**src/rtl/exe_stage_if.sv**
```systemverilog
// EXE-stage bus: ID/EX control and operands in, EXE/MEM results and the branch request out.
// The ID/EX side is the master and the execute stage is the slave.
interface exe_stage_if;
  logic        freeze;

  logic        WB_EN_IN;
  logic        MEM_R_EN_IN;
  logic        MEM_W_EN_IN;
  logic        B_IN;
  logic        S_IN;
  logic [3:0]  EXE_CMD;
  logic [31:0] PC;
  logic [31:0] Val_Rn;
  logic [31:0] Val_Rm;
  logic        imm;
  logic [11:0] Shift_operand;
  logic [23:0] Signed_imm_24;
  logic [3:0]  Dest_IN;

  logic        Br_taken;
  logic [31:0] Br_addr;
  logic [3:0]  SR;
  logic        WB_EN;
  logic        MEM_R_EN;
  logic        MEM_W_EN;
  logic [31:0] ALU_Res;
  logic [31:0] ST_val;
  logic [3:0]  Dest;

  modport master (
    output freeze,
    output WB_EN_IN,
    output MEM_R_EN_IN,
    output MEM_W_EN_IN,
    output B_IN,
    output S_IN,
    output EXE_CMD,
    output PC,
    output Val_Rn,
    output Val_Rm,
    output imm,
    output Shift_operand,
    output Signed_imm_24,
    output Dest_IN,
    input  Br_taken,
    input  Br_addr,
    input  SR,
    input  WB_EN,
    input  MEM_R_EN,
    input  MEM_W_EN,
    input  ALU_Res,
    input  ST_val,
    input  Dest
  );

  modport slave (
    input  freeze,
    input  WB_EN_IN,
    input  MEM_R_EN_IN,
    input  MEM_W_EN_IN,
    input  B_IN,
    input  S_IN,
    input  EXE_CMD,
    input  PC,
    input  Val_Rn,
    input  Val_Rm,
    input  imm,
    input  Shift_operand,
    input  Signed_imm_24,
    input  Dest_IN,
    output Br_taken,
    output Br_addr,
    output SR,
    output WB_EN,
    output MEM_R_EN,
    output MEM_W_EN,
    output ALU_Res,
    output ST_val,
    output Dest
  );
endinterface

```
**src/rtl/exe_stage.sv**
```systemverilog
// Execute stage: operand-2 shifter, ALU with NZCV status register, branch target adder and
// the EXE/MEM pipeline register. Synchronous active-low reset; freeze stalls all state.
module exe_stage (
  input logic        clk,
  input logic        rst,
  exe_stage_if.slave bus
);

  typedef enum logic [3:0] {
    CmdMov = 4'b0001,
    CmdAdd = 4'b0010,
    CmdAdc = 4'b0011,
    CmdSub = 4'b0100,
    CmdSbc = 4'b0101,
    CmdAnd = 4'b0110,
    CmdOrr = 4'b0111,
    CmdEor = 4'b1000,
    CmdMvn = 4'b1001
  } exe_cmd_e;

  exe_cmd_e    cmd;
  logic [3:0]  sr_q, sr_d;
  logic [31:0] alu_res_q;
  logic [31:0] st_val_q;
  logic [3:0]  dest_q;
  logic        wb_en_q, mem_r_en_q, mem_w_en_q;

  logic [31:0] val2;
  logic [63:0] imm_dbl;
  logic [63:0] rm_dbl;
  logic [31:0] imm_rot;
  logic [31:0] rm_ror;
  logic [4:0]  rot_amt;
  logic [4:0]  sh_amt;
  logic [1:0]  sh_type;

  logic [31:0] op_b;
  logic        cin;
  logic [32:0] sum;
  logic        arith;
  logic        op_valid;
  logic [31:0] alu_res;
  logic        flag_c, flag_v;

  assign cmd     = exe_cmd_e'(bus.EXE_CMD);
  assign rot_amt = {bus.Shift_operand[11:8], 1'b0};
  assign sh_amt  = bus.Shift_operand[11:7];
  assign sh_type = bus.Shift_operand[6:5];

  // Rotations take the low word of a doubled operand shifted right.
  assign imm_dbl = {24'b0, bus.Shift_operand[7:0], 24'b0, bus.Shift_operand[7:0]} >> rot_amt;
  assign rm_dbl  = {bus.Val_Rm, bus.Val_Rm} >> sh_amt;
  assign imm_rot = imm_dbl[31:0];
  assign rm_ror  = rm_dbl[31:0];

  always_comb begin
    val2 = bus.Val_Rm;
    if (bus.imm) begin
      val2 = imm_rot;
    end else if (bus.MEM_R_EN_IN || bus.MEM_W_EN_IN) begin
      val2 = {20'b0, bus.Shift_operand};
    end else begin
      unique case (sh_type)
        2'b00:   val2 = bus.Val_Rm << sh_amt;
        2'b01:   val2 = bus.Val_Rm >> sh_amt;
        2'b10:   val2 = $unsigned($signed(bus.Val_Rm) >>> sh_amt);
        default: val2 = rm_ror;
      endcase
    end
  end

  // Subtraction runs through the adder as Rn + ~Val2 + carry, so C comes out as NOT borrow.
  always_comb begin
    op_b     = val2;
    cin      = 1'b0;
    arith    = 1'b0;
    op_valid = 1'b1;
    unique case (cmd)
      CmdAdd: arith = 1'b1;
      CmdAdc: begin
        arith = 1'b1;
        cin   = sr_q[1];
      end
      CmdSub: begin
        arith = 1'b1;
        op_b  = ~val2;
        cin   = 1'b1;
      end
      CmdSbc: begin
        arith = 1'b1;
        op_b  = ~val2;
        cin   = sr_q[1];
      end
      CmdMov, CmdMvn, CmdAnd, CmdOrr, CmdEor: ;
      default: op_valid = 1'b0;
    endcase
  end

  assign sum = {1'b0, bus.Val_Rn} + {1'b0, op_b} + {32'b0, cin};

  always_comb begin
    alu_res = 32'b0;
    unique case (cmd)
      CmdMov:                         alu_res = val2;
      CmdMvn:                         alu_res = ~val2;
      CmdAdd, CmdAdc, CmdSub, CmdSbc: alu_res = sum[31:0];
      CmdAnd:                         alu_res = bus.Val_Rn & val2;
      CmdOrr:                         alu_res = bus.Val_Rn | val2;
      CmdEor:                         alu_res = bus.Val_Rn ^ val2;
      default:                        alu_res = 32'b0;
    endcase
  end

  always_comb begin
    flag_c = sr_q[1];
    flag_v = sr_q[0];
    if (arith) begin
      flag_c = sum[32];
      flag_v = (bus.Val_Rn[31] == op_b[31]) && (sum[31] != bus.Val_Rn[31]);
    end
  end

  always_comb begin
    sr_d = sr_q;
    if (bus.S_IN && op_valid) begin
      sr_d = {alu_res[31], alu_res == 32'b0, flag_c, flag_v};
    end
  end

  always_ff @(posedge clk) begin
    if (!rst) begin
      sr_q       <= 4'b0;
      alu_res_q  <= 32'b0;
      st_val_q   <= 32'b0;
      dest_q     <= 4'b0;
      wb_en_q    <= 1'b0;
      mem_r_en_q <= 1'b0;
      mem_w_en_q <= 1'b0;
    end else if (!bus.freeze) begin
      sr_q       <= sr_d;
      alu_res_q  <= alu_res;
      st_val_q   <= bus.Val_Rm;
      dest_q     <= bus.Dest_IN;
      wb_en_q    <= bus.WB_EN_IN;
      mem_r_en_q <= bus.MEM_R_EN_IN;
      mem_w_en_q <= bus.MEM_W_EN_IN;
    end
  end

  assign bus.SR       = sr_q;
  assign bus.ALU_Res  = alu_res_q;
  assign bus.ST_val   = st_val_q;
  assign bus.Dest     = dest_q;
  assign bus.WB_EN    = wb_en_q;
  assign bus.MEM_R_EN = mem_r_en_q;
  assign bus.MEM_W_EN = mem_w_en_q;

  assign bus.Br_taken = bus.B_IN;
  assign bus.Br_addr  = bus.PC + {{6{bus.Signed_imm_24[23]}}, bus.Signed_imm_24, 2'b00};

endmodule

```
**src/flat_wrapper.sv**
```systemverilog
// flat-port wrapper written by rule: the top's interface ports become plain ports
module exe_stage_flat 
  (clk, rst, bus_freeze, bus_WB_EN_IN, bus_MEM_R_EN_IN, bus_MEM_W_EN_IN, bus_B_IN, bus_S_IN, bus_EXE_CMD, bus_PC, bus_Val_Rn, bus_Val_Rm, bus_imm, bus_Shift_operand, bus_Signed_imm_24, bus_Dest_IN, bus_Br_taken, bus_Br_addr, bus_SR, bus_WB_EN, bus_MEM_R_EN, bus_MEM_W_EN, bus_ALU_Res, bus_ST_val, bus_Dest);
  exe_stage_if bus_i ();
  input logic clk;
  input logic rst;
  input wire logic [$bits(bus_i.freeze)-1:0] bus_freeze;
  input wire logic [$bits(bus_i.WB_EN_IN)-1:0] bus_WB_EN_IN;
  input wire logic [$bits(bus_i.MEM_R_EN_IN)-1:0] bus_MEM_R_EN_IN;
  input wire logic [$bits(bus_i.MEM_W_EN_IN)-1:0] bus_MEM_W_EN_IN;
  input wire logic [$bits(bus_i.B_IN)-1:0] bus_B_IN;
  input wire logic [$bits(bus_i.S_IN)-1:0] bus_S_IN;
  input wire logic [$bits(bus_i.EXE_CMD)-1:0] bus_EXE_CMD;
  input wire logic [$bits(bus_i.PC)-1:0] bus_PC;
  input wire logic [$bits(bus_i.Val_Rn)-1:0] bus_Val_Rn;
  input wire logic [$bits(bus_i.Val_Rm)-1:0] bus_Val_Rm;
  input wire logic [$bits(bus_i.imm)-1:0] bus_imm;
  input wire logic [$bits(bus_i.Shift_operand)-1:0] bus_Shift_operand;
  input wire logic [$bits(bus_i.Signed_imm_24)-1:0] bus_Signed_imm_24;
  input wire logic [$bits(bus_i.Dest_IN)-1:0] bus_Dest_IN;
  output wire logic [$bits(bus_i.Br_taken)-1:0] bus_Br_taken;
  output wire logic [$bits(bus_i.Br_addr)-1:0] bus_Br_addr;
  output wire logic [$bits(bus_i.SR)-1:0] bus_SR;
  output wire logic [$bits(bus_i.WB_EN)-1:0] bus_WB_EN;
  output wire logic [$bits(bus_i.MEM_R_EN)-1:0] bus_MEM_R_EN;
  output wire logic [$bits(bus_i.MEM_W_EN)-1:0] bus_MEM_W_EN;
  output wire logic [$bits(bus_i.ALU_Res)-1:0] bus_ALU_Res;
  output wire logic [$bits(bus_i.ST_val)-1:0] bus_ST_val;
  output wire logic [$bits(bus_i.Dest)-1:0] bus_Dest;
  assign bus_i.freeze = bus_freeze;
  assign bus_i.WB_EN_IN = bus_WB_EN_IN;
  assign bus_i.MEM_R_EN_IN = bus_MEM_R_EN_IN;
  assign bus_i.MEM_W_EN_IN = bus_MEM_W_EN_IN;
  assign bus_i.B_IN = bus_B_IN;
  assign bus_i.S_IN = bus_S_IN;
  assign bus_i.EXE_CMD = bus_EXE_CMD;
  assign bus_i.PC = bus_PC;
  assign bus_i.Val_Rn = bus_Val_Rn;
  assign bus_i.Val_Rm = bus_Val_Rm;
  assign bus_i.imm = bus_imm;
  assign bus_i.Shift_operand = bus_Shift_operand;
  assign bus_i.Signed_imm_24 = bus_Signed_imm_24;
  assign bus_i.Dest_IN = bus_Dest_IN;
  assign bus_Br_taken = bus_i.Br_taken;
  assign bus_Br_addr = bus_i.Br_addr;
  assign bus_SR = bus_i.SR;
  assign bus_WB_EN = bus_i.WB_EN;
  assign bus_MEM_R_EN = bus_i.MEM_R_EN;
  assign bus_MEM_W_EN = bus_i.MEM_W_EN;
  assign bus_ALU_Res = bus_i.ALU_Res;
  assign bus_ST_val = bus_i.ST_val;
  assign bus_Dest = bus_i.Dest;
  exe_stage u_core (.clk(clk), .rst(rst), .bus(bus_i));
endmodule
```
**config.mk**
```make
export PLATFORM = sky130hd
export DESIGN_NAME = exe_stage_flat
export DESIGN_NICKNAME = d
export VERILOG_FILES = /design/src/rtl/exe_stage_if.sv /design/src/rtl/exe_stage.sv /design/src/flat_wrapper.sv
export SDC_FILE = /design/constraint.sdc
export NUM_CORES = 1
export LEC_CHECK = 0
export ABC_CLOCK_PERIOD_IN_PS = 7100
export CORE_UTILIZATION = 45
export CTS_CLUSTER_DIAMETER = 40
export DETAILED_ROUTE_END_ITERATION = 10
export GPL_TIMING_DRIVEN = 0
export PLACE_DENSITY = 0.74
export RECOVER_POWER = 100
export SLEW_MARGIN = 10
export SYNTH_ARGS = -nofsm -noshare
export SYNTH_HDL_FRONTEND = slang
export SYNTH_SLANG_ARGS = --single-unit
export TNS_END_PERCENT = 10
```
**constraint.sdc**
```tcl
create_clock -name clk -period 7.1 [get_ports clk]
set_input_delay 0.71 -clock clk [delete_from_list [all_inputs] [get_ports clk]]
set_output_delay 0.71 -clock clk [all_outputs]
set_load 0.02 [all_outputs]
```
==> flow_results.org <==
** STA
- Setup violations remaining at the end of the flow were counted as 0.
- RSZ-0062 raised after global routing :: no
- In this run the tightest slew margin relative to its limit is 11.9%.
- Post-route clock period utilization :: 99.0%
- Derived from the worst setup path, the maximum achievable clock frequency is 142 MHz.
- Final hold vios :: 0
- Fin Setup TNS :: 0 ns
- Worst slew pin tran :: 1.31 ns
- Setup skew after layout :: 0.00878 ns
- Post-layout min period :: 7.03 ns
- The final max-slew violation count is 0.

** Clock tree
- In this run, CTS created clock tree buffers numbering 9.
- For the worst-skew pair, the clock arrives at the later sink with an insertion delay of 0.34 ns.
- CTS saw 75 sinks.
- Buffers inserted to repair hold after CTS numbered 0.
- The clock passes through at most 2 buffers.
- After clock tree synthesis, the clock-pin slew on the worst setup and hold paths is 0.06 ns.
- Buffer cell driving the clock tree root :: sky130_fd_sc_hd__clkbuf_16
- CTS tree :: done
- The H-tree was split into 3 levels.

** Power
- The worst-case IR drop observed on VDD is 0.142 mV.
- Ratio of total power to cell area :: 141 nW/µm²
- Total power for the finished layout comes to 2.57 mW.
- The analysis attributes to cell leakage a power of 7.59 nW.

** Worst setup path
- Worst Reg-to-Reg Cells :: 15
- Timing startpoint of the critical path :: bus_Shift_operand[6]
- The worst setup path is launched from an input pin.
- Capturing element type of the critical path :: flop
- In this run the critical register-to-register path is captured at u_core.bus.SR[2].
- The setup check on the worst reg-to-reg path leaves a slack of 2.50 ns.
- For the worst setup path, the data required time is 7.37 ns.
- For the worst setup path, the data arrival time is 7.30 ns.
- Start-to-end type of the worst setup path :: in -> reg
- Crit Reg-Reg Startpoint :: u_core.bus.SR[1]
- Critical path fanouts, max :: 10

** Synth
- The synthesized design spends more area on one cell type than any other, namely sky130_fd_sc_hd__ha_1.
- Primary FF master, synth :: sky130_fd_sc_hd__dfxtp_1
- Synthesized net count :: 2140
- The cell area that synthesis handed to floorplanning was 14700 µm².
- Yosys attributes the largest share of cell area to sky130_fd_sc_hd__ha_1 (11%), sky130_fd_sc_hd__dfxtp_1 (10%), sky130_fd_sc_hd__mux4_2 (10%), sky130_fd_sc_hd__mux2i_1 (7.5%), sky130_fd_sc_hd__nor2_1 (4.5%).
- Average footprint of a synthesized cell :: 7.87 µm²
- Unique cell type count in the Yosys netlist :: 95
- The commonest cells after synthesis are sky130_fd_sc_hd__nor2_1 (175), sky130_fd_sc_hd__ha_1 (127), sky130_fd_sc_hd__a21oi_1 (113), sky130_fd_sc_hd__mux2i_1 (110), sky130_fd_sc_hd__nand2_1 (105).
- For this run, asynchronously set or reset flops after synthesis account for 0%.
- Post-Synthesis Cells :: 1861
- Of the post-synthesis cell area, the dominant cell type holds 10.8%.
- Yosys warns :: 0
- Part of the Yosys area used for sequential elements :: 10.2%
- By instance count, the leading cell after synthesis is sky130_fd_sc_hd__nor2_1.
- Count of flip-flops with a built-in enable after synthesis :: 0
- After synthesis the netlist holds a flip-flop and latch count of 75.

** Flow run
- The tool flagged a number of max-cap violations equal to 0.

** Place
- Once placement completed, the tool counted placed cells totaling 2543.
- Final weighted congestion in routability-driven placement :: 1.10
- In this run the tool buffered the top-level ports with 246 buffer cells.
- HPWL after detailed placement :: 62.3 mm

** Route
- Post-detailed-route wirelength per cell :: 31.0 µm
- Using the TritonRoute via totals, the vias-per-cell ratio works out to 7.01.
- Total Wirelength :: 79.3 mm
- DR DRC count :: 0
- 1st-iter DRT viols :: 2249
- The detailed router placed 18000 vias in this run.
- First-pass iteration count of the detailed router :: 7
- The count of nets left with antenna violations once routing finished came out at 0.

** Hold path
- Startpoint of the most critical hold path :: u_core.bus.SR[2]
- Worst Hold End :: u_core.bus.SR[2]
- The min-delay analysis places its worst path in the category reg -> reg.
- Hold path cells :: 2

** Floorplan
- I/O pin count :: 257
- In this run the standard cell core region covers 31800 µm².
- From left edge to right edge, the die measures 182 µm.
- Effective utilization at floorplan :: 46.1%
- Measured along the y axis, the die boundary spans 182 µm.
- The floorplan has 65 rows.
- The floorplan step defined a die boundary enclosing 33300 µm².

** Cells and area
- Nets :: 2400
- 0 antenna diodes ended up in the layout.
- Cells fill 57.3% of the core in the end.
- Of the cells placed in the final design, the portion with a size suffix greater than 1 is 12.3%.
- Filler-free cell count of the finished design :: 2561
- Relative area change from synthesis to final layout :: 24.3%

** Global route
- Antenna violations before repair :: 2
- The number of global-route vias before repair is 17500.
- Overflow after GRT :: 0
- Largest net degree at the start of global routing :: 16
- Wire length of the first global-routing pass :: 116 mm
- Total routing resource utilization after global routing :: 46.9%

** Status
- The flow ran to the end, and the final reports show no timing, DRC or antenna violations.
-- metal layers --
layer	global-route usage, %	vias up	wire (µm)
li1	-	7593	-
met1	54.8	8395	28800
met2	71.7	1516	33700
met3	15.7	454	9830
met4	34.1	4	6970
met5	0	-	25
-- area by class of cell --
| class | count | area (µm²) |
|---|---|---|
| Fill cell | 2977 | 13600 |
| Multi-Input combinational cell | 1533 | 12200 |
| Timing Repair Buffer | 252 | 2520 |
| Sequential cell | 75 | 1500 |
| Buffer | 151 | 751 |
| Tap cell | 435 | 544 |
| Inverter | 99 | 375 |
| Clock buffer | 9 | 225 |
| Clock inverter | 7 | 83.8 |
-- cells in the final DEF (no fill, tap or decap), types with 35 or more instances in the layout --
master and n:
sky130_fd_sc_hd__nor2_1 172, sky130_fd_sc_hd__clkdlybuf4s50_1 137, sky130_fd_sc_hd__ha_1 127, sky130_fd_sc_hd__a21oi_1 112
sky130_fd_sc_hd__dlygate4sd3_1 109, sky130_fd_sc_hd__mux2i_1 107, sky130_fd_sc_hd__nand2_1 105, sky130_fd_sc_hd__inv_1 91
sky130_fd_sc_hd__o21ai_0 82, sky130_fd_sc_hd__dfxtp_1 75, sky130_fd_sc_hd__clkbuf_1 71, sky130_fd_sc_hd__mux4_2 66
sky130_fd_sc_hd__xnor2_1 65, sky130_fd_sc_hd__nor3_1 43, sky130_fd_sc_hd__nand3_1 43, sky130_fd_sc_hd__mux2_2 35
sky130_fd_sc_hd__a31oi_1 35
-- power by group --
| group | internal [mW] | total (mW) | switching [mW] |
|---|---|---|---|
| Sequential | 0.449 | 0.466 | 0.0164 |
| Combinational | 0.625 | 1.63 | 1.00 |
| Clock | 0.279 | 0.480 | 0.201 |
-- critical path: stages --
cell	delay (ns)
sky130_fd_sc_hd__clkdlybuf4s50_1	0.49
sky130_fd_sc_hd__buf_2	0.25
sky130_fd_sc_hd__nand2b_1	0.31
sky130_fd_sc_hd__clkbuf_2	0.39
sky130_fd_sc_hd__a31oi_1	0.21
sky130_fd_sc_hd__o211a_1	0.33
sky130_fd_sc_hd__o21a_1	0.21
sky130_fd_sc_hd__o221a_2	0.24
sky130_fd_sc_hd__o31ai_1	1.07
sky130_fd_sc_hd__xor2_1	0.15
sky130_fd_sc_hd__ha_1	0.41
sky130_fd_sc_hd__or2_2	0.33
sky130_fd_sc_hd__a31oi_1	0.19
sky130_fd_sc_hd__a31oi_1	0.11
sky130_fd_sc_hd__a21boi_0	0.20
sky130_fd_sc_hd__o21ai_0	0.18
sky130_fd_sc_hd__a221oi_1	0.42
sky130_fd_sc_hd__mux2i_1	0.36
sky130_fd_sc_hd__nand4_1	0.12
sky130_fd_sc_hd__nor4_1	0.32
sky130_fd_sc_hd__nand4_1	0.16
sky130_fd_sc_hd__nand2_1	0.10
-- stage by stage --
stage	setup WS (ns)	cell area (µm²)	hold slack (ns)
after floorplan	1.33	14700	0.529
after global placement	-1.49	17700	0.454
after detailed placement	-1.55	17700	0.447
after CTS	0.000904	18100	0.452
after global routing	0.00841	18200	0.490
final	0.0689	18200	0.451
-- cell families after synthesis --
logic type,count (synthesis),synth area share [%]
xor gates and xnor gates,87,5.20
AOI/OAI and AO/OA,576,27.8
buffers and inverters,253,7.17
and+or+nand+nor,510,16.5
muxes,230,21.8
DFF,75,10.2
adders and majority gates,130,11.3
-- sequential cells by signal (all words and copies together) (netlist names) --
signal and count:
u_core.bus.SR 4, u_core.bus.Dest 4, u_core.bus.ALU_Res 32, u_core.bus.MEM_R_EN 1, u_core.bus.ST_val 32, u_core.bus.WB_EN 1, u_core.bus.MEM_W_EN 1
-- repair_timing --
| item | in CTS | in global routing |
|---|---|---|
| resized for setup | 36 | 74 |
| pin swaps | 0 | 5 |
| setup endpoints to repair | 25 | 10 |
| buffers inserted | 0 | 5 |
-- worst max path at each step --
stage               slack, ns  cells past startpoint               end
floorplan                1.33                     22  u_core.bus.SR[2]
global placement        -1.49                     23  u_core.bus.SR[2]
detailed placement      -1.55                     23  u_core.bus.SR[2]
CTS                    0.0009                     23  u_core.bus.SR[2]
global route            0.008                     24  u_core.bus.SR[2]
finish                   0.07                     22  u_core.bus.SR[2]
No activity file was read; power rests on OpenSTA's default activity.
